File: src/rtl/fetch_stage.sv
// -----------------------------------------------------------------------------
// fetch_stage: instruction-fetch stage of the Riscy RV32I pipeline.
// Holds the PC, drives the instruction-bus read handshake and owns the
// fetch/decode pipeline register (stall, flush and mispredict redirect).
// Optional static BTFN predictor enabled by defining FETCH_BTFN_PREDICT_EN.
// -----------------------------------------------------------------------------
module fetch_stage #(
    parameter logic [31:0] RESET_PC  = 32'h0000_0000,
    parameter logic [31:0] NOP_INSTR = 32'h0000_0013
) (
    input  logic        clk,
    input  logic        reset,
    input  logic        fetch_stall_in,
    input  logic        decode_stall_in,
    input  logic        decode_flush_in,
    input  logic        mem_branch_mispredicted_in,
    input  logic [31:0] mem_branch_pc_in,
    output logic [31:0] instr_address_out,
    output logic        instr_read_out,
    input  logic [31:0] instr_read_value_in,
    input  logic        instr_ready_in,
    output logic [31:0] decode_pc_out,
    output logic [31:0] decode_instr_out,
    output logic        decode_valid_out,
    output logic        decode_branch_predicted_taken_out
);

    // RUN: normal fetching. REDIRECT: a mispredict arrived while the bus was
    // mid-read; wait for that read to finish before jumping to pending_pc.
    typedef enum logic {
        RUN      = 1'b0,
        REDIRECT = 1'b1
    } state_t;

    state_t      state;
    state_t      state_next;
    logic        started;
    logic [31:0] pc;
    logic [31:0] pc_next;
    logic [31:0] pending_pc;
    logic [31:0] pending_next;
    logic        squash;

    logic        bus_wait;
    logic        fetch_done;
    logic [31:0] redirect_pc;
    logic        pred_taken;
    logic [31:0] next_pc;

    assign instr_read_out    = started;
    assign instr_address_out = pc & 32'hFFFF_FFFC;
    assign bus_wait          = started & ~instr_ready_in;
    assign fetch_done        = started & instr_ready_in;
    assign redirect_pc       = mem_branch_pc_in & 32'hFFFF_FFFC;

`ifdef FETCH_BTFN_PREDICT_EN
    logic [6:0]  opcode;
    logic [31:0] b_imm;
    logic [31:0] j_imm;
    logic        is_jal;
    logic        is_branch;

    // Static backward-taken/forward-not-taken prediction on the word being accepted.
    always_comb begin
        opcode    = instr_read_value_in[6:0];
        b_imm     = {{20{instr_read_value_in[31]}}, instr_read_value_in[7],
                     instr_read_value_in[30:25], instr_read_value_in[11:8], 1'b0};
        j_imm     = {{12{instr_read_value_in[31]}}, instr_read_value_in[19:12],
                     instr_read_value_in[20], instr_read_value_in[30:21], 1'b0};
        is_jal    = (opcode == 7'b1101111);
        is_branch = (opcode == 7'b1100011);
        pred_taken = fetch_done & (is_jal | (is_branch & instr_read_value_in[31]));
        next_pc    = pc + 32'd4;
        if (pred_taken) begin
            next_pc = pc + (is_jal ? j_imm : b_imm);
        end
    end
`else
    assign pred_taken = 1'b0;
    assign next_pc    = pc + 32'd4;
`endif

    // Next-state logic for the PC / redirect FSM.
    always_comb begin
        // NOTE: every output gets a default first so no latch is inferred.
        state_next   = state;
        pc_next      = pc;
        pending_next = pending_pc;
        squash       = 1'b0;
        case (state)
            RUN: begin
                if (mem_branch_mispredicted_in && bus_wait) begin
                    // The address must not move mid-transaction: park the target.
                    pending_next = redirect_pc;
                    state_next   = REDIRECT;
                end else if (mem_branch_mispredicted_in) begin
                    pc_next = redirect_pc;
                end else if (!fetch_stall_in && fetch_done) begin
                    pc_next = next_pc;
                end
            end
            REDIRECT: begin
                if (mem_branch_mispredicted_in) begin
                    pending_next = redirect_pc;
                end
                if (instr_ready_in) begin
                    // The outstanding read completes; its word is wrong-path.
                    pc_next    = mem_branch_mispredicted_in ? redirect_pc : pending_pc;
                    state_next = RUN;
                    squash     = 1'b1;
                end
            end
            default: state_next = RUN;
        endcase
    end

    // PC, redirect state and bus-request registers.
    always_ff @(posedge clk or posedge reset) begin
        // NOTE: sequential state uses non-blocking assignments only.
        if (reset) begin
            state      <= RUN;
            pc         <= RESET_PC;
            pending_pc <= 32'h0000_0000;
            started    <= 1'b0;
        end else begin
            state      <= state_next;
            pc         <= pc_next;
            pending_pc <= pending_next;
            started    <= 1'b1;
        end
    end

    // Fetch/decode pipeline register: squash, then stall, then flush, then load.
    always_ff @(posedge clk or posedge reset) begin
        if (reset) begin
            decode_pc_out                     <= 32'h0000_0000;
            decode_instr_out                  <= NOP_INSTR;
            decode_valid_out                  <= 1'b0;
            decode_branch_predicted_taken_out <= 1'b0;
        end else if (squash) begin
            decode_pc_out                     <= 32'h0000_0000;
            decode_instr_out                  <= NOP_INSTR;
            decode_valid_out                  <= 1'b0;
            decode_branch_predicted_taken_out <= 1'b0;
        end else if (decode_stall_in) begin
            decode_pc_out                     <= decode_pc_out;
            decode_instr_out                  <= decode_instr_out;
            decode_valid_out                  <= decode_valid_out;
            decode_branch_predicted_taken_out <= decode_branch_predicted_taken_out;
        end else if (decode_flush_in || !fetch_done) begin
            // No word arrived this cycle, or hazard logic asked for a bubble.
            decode_pc_out                     <= 32'h0000_0000;
            decode_instr_out                  <= NOP_INSTR;
            decode_valid_out                  <= 1'b0;
            decode_branch_predicted_taken_out <= 1'b0;
        end else begin
            decode_pc_out                     <= pc;
            decode_instr_out                  <= instr_read_value_in;
            decode_valid_out                  <= 1'b1;
            decode_branch_predicted_taken_out <= pred_taken;
        end
    end

endmodule

File: config.mk
export PLATFORM = sky130hd
export DESIGN_NAME = fetch_stage
export DESIGN_NICKNAME = d
export VERILOG_FILES = /design/src/rtl/fetch_stage.sv
export SDC_FILE = /design/constraint.sdc
export NUM_CORES = 1
export LEC_CHECK = 0
export ABC_AREA = 1
export CORE_AREA = 2 2 114 116
export DETAILED_ROUTE_END_ITERATION = 6
export DIE_AREA = 0 0 116 118
export DONT_BUFFER_PORTS = 1
export PLACE_DENSITY_LB_ADDON = 0.05
export SYNTH_ARGS = -nofsm -noshare
export SYNTH_HDL_FRONTEND = slang
export SYNTH_SLANG_ARGS = --single-unit
File: constraint.sdc
create_clock -name clk -period 13.72 [get_ports clk]
set_input_delay 4.116 -clock clk [delete_from_list [all_inputs] [get_ports clk]]
set_output_delay 4.116 -clock clk [all_outputs]
set_load 0.02 [all_outputs]
==> results of run 1 <==
[cells in the mapped netlist (all sizes together)]
cell type	number
o221ai	9
clkbuf	20
a31oi	2
nor2	73
nand3	35
nand2	191
clkinv	1
a22o	33
nor3	4
o211ai	6
buf	16
dfrtp	128
and2	1
ha	1
o21ai	95
o22a	3
a21oi	27
a32o	3
nand4	5
o31ai	1
dfstp	3
conb	2
inv	86
[per-stage QoR]
step	setup WS, ps	utilization, %	hold WS (ps)	cell area (sq um)
2_1_floorplan	6110	-	442	6150
3_3_place_gp	7670	50.3	458	6240
3_5_place_dp	7600	50.3	465	6240
4_1_cts	8040	55.4	479	6870
5_1_grt	7860	55.4	511	6870
6_report	8030	55.4	484	6870
[cells by family (layout without fill, tap and decap cells)]
group / count (synthesis) / after routing / share of synthesized area, %
adder cells (fa/ha/maj): 1 / 1 / 0.204
AO/OA/AOI/OAI: 179 / 179 / 18.0
other: 2 / 4 / 0.122
flip-flops: 131 / 131 / 53.4
AND/OR/NAND/NOR: 309 / 309 / 20.1
buffers and inverters: 123 / 125 / 8.21
[sequential cells by signal, summed over array words and instances, names as in the netlist]
name / cells
decode_instr_out: 32
decode_pc_out: 32
pending_pc: 32
decode_valid_out: 1
pc: 32
state: 1
instr_read_out: 1
[worst paths after layout]
check	slack [ps]	cells past startpoint	from	endpoint
setup / recovery	8030	8	mem_branch_mispredicted_in	pending_pc[5]$_DFFE_PP0P_
hold / removal	480	2	pending_pc[7]$_DFFE_PP0P_	pending_pc[7]$_DFFE_PP0P_
setup reg to reg	11280	9	state$_DFF_PP0_	pc[30]$_DFFE_PP0P_
hold reg to reg	480	2	pending_pc[7]$_DFFE_PP0P_	pending_pc[7]$_DFFE_PP0P_
max in group asynchronous	8600	2	reset	pc[27]$_DFFE_PP0P_
min in group asynchronous	3670	1	reset	decode_instr_out[24]$_DFFE_PP0P_
[critical path: cells and delay by family]
family	cells	cell delay, ps
buffers and inverters	4	880
AND/OR/NAND/NOR	3	850
AO/OA/AOI/OAI	1	80
[routing by layer]
layer  vias up  wire, um
met5         -         0
met4         0       140
met3         9      1420
met2       203      7080
met1      2362      7280
li1       2417         -
[power by group]
group	total (W)	internal [W]	switching, W
clock network	0.000477	0.000318	0.000159
registers	0.000661	0.000482	0.000179
logic	0.000322	0.0000999	0.000222
[area by class of cell]
cell class | instances | share of cell area, %
clock buffer | 23 | 6.95
clock inverter | 9 | 2.20
inverter | 87 | 4.79
multi-input combinational | 493 | 34.5
sequential | 131 | 47.8
tap | 172 | 3.13
timing repair buffer | 6 | 0.655
==> results_dict.tcl, run 1 <==
set metrics [dict create \
    coreArea_sq_um 12400 \
    ir_worst_vdd_mv 0.0964 \
    worst_pin_slew_ps 999 \
    busiest_layer "met2" \
    boundaryPins 170 \
    cts_root_buf "clkbuf_16" \
    diodes 0 \
    drt_iter0_markers 391 \
    grt_pass1_wl_mm 25.3 \
    grt_setup_unrepaired "no" \
    clock_latency_ps 410 \
    antenna_left 0 \
    routed_wl_mm 15.9 \
    final_common_cell "nand2_1" \
    synth_area_leaders "dfrtp_1 (52%), nand2_1 (12%), o21ai_0 (7.6%), inv_1 (5.1%), a22o_1 (4.7%)" \
    critical_path.slowest_cell "nand2_1" \
    fin_cells 921 \
    fin_crit_ps 5690 \
    cts_resized 0 \
    final_cell_mix "nand2_1 (191), dfrtp_1 (128), o21ai_0 (93)" \
    dp_hpwl_mm 11.2 \
    power_density_nw_per_um2 213 \
    fp.dieH_um 118 \
    syn2layout_area_growth_pct 11.9 \
    synth.distinct_cells 29 \
    die_area_sq_um 13700 \
    critPathCaptureType "flip-flop" \
    synth_top_area_share_pct 52.1 \
    max_stage_delay_ps 570 \
    grt_overflow_total 0 \
    grt.met2_usage_pct 34.4 \
    postSynthCellCount 745 \
    synth_area_per_cell_sq_um 8.25 \
    yosysWarnings 0 \
    clk_path_buf_depth 2 \
    grt_pass1_vias 4810 \
    cts_tree "built" \
    crit_chain "inv_2 > nand2_1 > inv_2 > nor2_2 > buf_4 > inv_1 > nand2_1 > o211ai_1" \
    cts_num_sinks 131 \
    multi_input_area_sq_um 2370 \
    cp.required_ps 13980 \
    syn-cell-area_sq_um 6140 \
    yosysSeqAreaShare_pct 53.4 \
    grt_max_degree 79 \
    nFillCells 1155 \
    synth_top_cell_by_area "dfrtp_1" \
    initial_core_util_pct 49.5 \
    wire_per_inst_um 17.3 \
    max_cap_viol_count 0 \
    vias_per_cell 5.42 \
    ys_seq_elements 131 \
    gp_congestion 0.857 \
    period_share_pct 41.5 \
    grt_use_met3_pct 6.49 \
    layout.area.seq_sq_um 3280 \
    drt_first_pass_iters 5 \
    grt_usage_pct 23.8 \
    slew_headroom_pct 33.4 \
    cts_buffers 17 \
    fin_setup_tns_ps 0 \
    setup_violations 0 \
    crit_arrival_ps 5950 \
    path_clk_slew_ps 60 \
    p_leak_nw 3.31 \
    grt_util_met1_pct 34.4 \
    finalHoldViolations 0 \
    dp.cells 889 \
    antenna_found_initial 0 \
    critical_path_class "input port to flip-flop" \
    min_path_type "flip-flop to flip-flop" \
    cp_max_fo 44 \
    fp.dieW_um 116 \
    cts_setup_buffers 0 \
    p_total_w 0.00146 \
    holdBufCountCts 0 \
    via_count 4991 \
    drv_slew 0 \
    htreeDepth 4 \
    io_buffers 0 \
    worstSetupStartpointType "input port" \
    fin_nets 808 \
    status "finished, final reports clean" \
    drc 0 \
    drive_above_1_share_pct 6.41 \
    max_freq_ghz 0.176 \
    final.setup_skew_ps 5.01 \
    rows 41 \
]
(Power assumes the default switching activity.)
==> run 2, diff against run 1 <==
clock period = 5.9 ns   (was 13.72 ns; I/O delays follow)
==> run 2 against run 1 <==
Against the previous run: final area rose by 0.64%; first-iteration DRC count decreased by 7.4%; core utilization up 0.35 points; sequential share of layout area fell by 0.30 points; critical path type unchanged; largest cell class unchanged; largest power group unchanged.
==> results_dict.tcl, run 2 (synthesis results as in run 1) <==
set metrics [dict create \
    clk_path_buf_depth 2 \
    critPathTopFamily "buffers and inverters" \
    final.setup_skew_ps 6.30 \
    min_from "pending_pc[7]$_DFFE_PP0P_" \
    worstHoldPathCells 2 \
    dp_hpwl_mm 11.5 \
    grt_usage_pct 23.9 \
    io_buffers 0 \
    critPathCaptureType "flip-flop" \
    cts_resized 0 \
    diodes 0 \
    max_stage_delay_ps 560 \
    final_common_cell "nand2_1" \
    cp_max_fo 44 \
    grt_max_degree 59 \
    die_area_sq_um 13700 \
    routed_wl_mm 15.9 \
    drc 0 \
    vias_per_cell 5.41 \
    path_clk_slew_ps 60 \
    reg2reg_from "state$_DFF_PP0_" \
    p_total_w 0.00346 \
    htreeDepth 4 \
    coreArea_sq_um 12400 \
    critical_path.slowest_cell "nand2_1" \
    reg2reg_slack_ps 3480 \
    gp_congestion 0.870 \
    antenna_left 0 \
    rows 41 \
    cts_buffers 17 \
    drive_above_1_share_pct 6.67 \
    ir_worst_vdd_mv 0.225 \
    max_cap_viol_count 0 \
    worst_pin_slew_ps 999 \
    setup_violations 0 \
    cp_num_buf_inv 4 \
    fin_setup_tns_ps 0 \
    cts_num_sinks 131 \
    critical_path_class "input port to flip-flop" \
    via_count 4984 \
    drt_iter0_markers 362 \
    multi_input_area_sq_um 2370 \
    r2r-end "pc[30]$_DFFE_PP0P_" \
    finalHoldViolations 0 \
    layout.area.seq_sq_um 3280 \
    antenna_found_initial 0 \
    boundaryPins 170 \
    clock_latency_ps 410 \
    final_cell_mix "nand2_1 (191), dfrtp_1 (128), o21ai_0 (93)" \
    grt_pass1_wl_mm 25.3 \
    grt_pass1_vias 4881 \
    grt_setup_unrepaired "no" \
    holdBufCountCts 0 \
    min_path_type "flip-flop to flip-flop" \
    nFillCells 1130 \
    cts_root_buf "clkbuf_16" \
    cts_tree "built" \
    period_share_pct 55.8 \
    drt_first_pass_iters 5 \
    initial_core_util_pct 49.5 \
    syn2layout_area_growth_pct 12.6 \
    power_density_nw_per_um2 500 \
    r2r_cells 9 \
    cts_setup_buffers 0 \
    p_leak_nw 3.33 \
    worstHoldEndpoint "pending_pc[7]$_DFFE_PP0P_" \
    wire_per_inst_um 17.3 \
    fp.dieW_um 116 \
    max_freq_ghz 0.304 \
    fp.dieH_um 118 \
    cp.required_ps 6170 \
    slew_headroom_pct 33.2 \
    grt_overflow_total 0 \
    drv_slew 0 \
    crit_arrival_ps 3560 \
    status "finished, final reports clean" \
    crit_chain "inv_2 > nand2_1 > inv_2 > nor2_2 > buf_4 > inv_1 > nand2_1 > o211ai_1" \
    fin_nets 809 \
    worstSetupStartpointType "input port" \
    fin_crit_ps 3290 \
]
## run 2: cell types whose count changed in the layout (fill, tap and decap cells not counted)
cell | before | now
clkbuf_1 | 3 | 2
clkinv_2 | 3 | 2
clkinv_4 | 1 | 3
inv_6 | 0 | 1
clkbuf_8 | 3 | 0
bufinv_16 | 4 | 6
buf_4 | 6 | 7
## run 2: how the worst max path moves through the flow
stage,from,end,slack (ps),depth (start not counted)
2_1_floorplan,reset,decode_instr_out[10]$_DFFE_PP0P_,640,1
3_3_place_gp,mem_branch_mispredicted_in,pending_pc[11]$_DFFE_PP0P_,2210,8
3_5_place_dp,mem_branch_mispredicted_in,pending_pc[5]$_DFFE_PP0P_,2180,8
4_1_cts,mem_branch_mispredicted_in,pending_pc[2]$_DFFE_PP0P_,2600,8
5_1_grt,mem_branch_mispredicted_in,pending_pc[11]$_DFFE_PP0P_,2460,8
6_report,mem_branch_mispredicted_in,pending_pc[2]$_DFFE_PP0P_,2610,8
## run 2: final cells by class
type,count,share of cell area (%)
multi-input combinational,493,34.3
tap,172,3.11
clock inverter,13,3.36
sequential,131,47.4
timing repair buffer,7,0.760
clock buffer,19,6.26
inverter,87,4.76
## run 2: tightest hold or removal path, stage by stage, from the launching register on
cell	delay, ps
dfrtp_1	350
nand2_1	50
nand2_1	50
## run 2: power by group
| group | switching [W] | internal (W) |
|---|---|---|
| Sequential | 0.000414 | 0.00112 |
| Clock | 0.000383 | 0.000794 |
| Combinational | 0.000516 | 0.000233 |
| Total | 0.00131 | 0.00215 |
## run 2: per-layer routing
metal	share of wire, %	vias to the layer above	track usage (%)
met5	0	-	0
met2	44	212	35.4
met1	44	2327	32.2
met3	10	18	9.06
met4	1.4	0	7.89
li1	-	2427	-
## run 2: metrics by stage
stage | cells | utilization, % | hold slack [ps] | setup slack (ps) | area [sq um]
after floorplan | 747 | - | 442 | 637 | 6150
after global routing | 922 | 55.7 | 520 | 2460 | 6920
after CTS | 922 | 55.7 | 481 | 2600 | 6920
final | 922 | 55.7 | 480 | 2610 | 6920
after detailed placement | 890 | 50.4 | 476 | 2180 | 6250
after global placement | 890 | 50.4 | 458 | 2210 | 6250
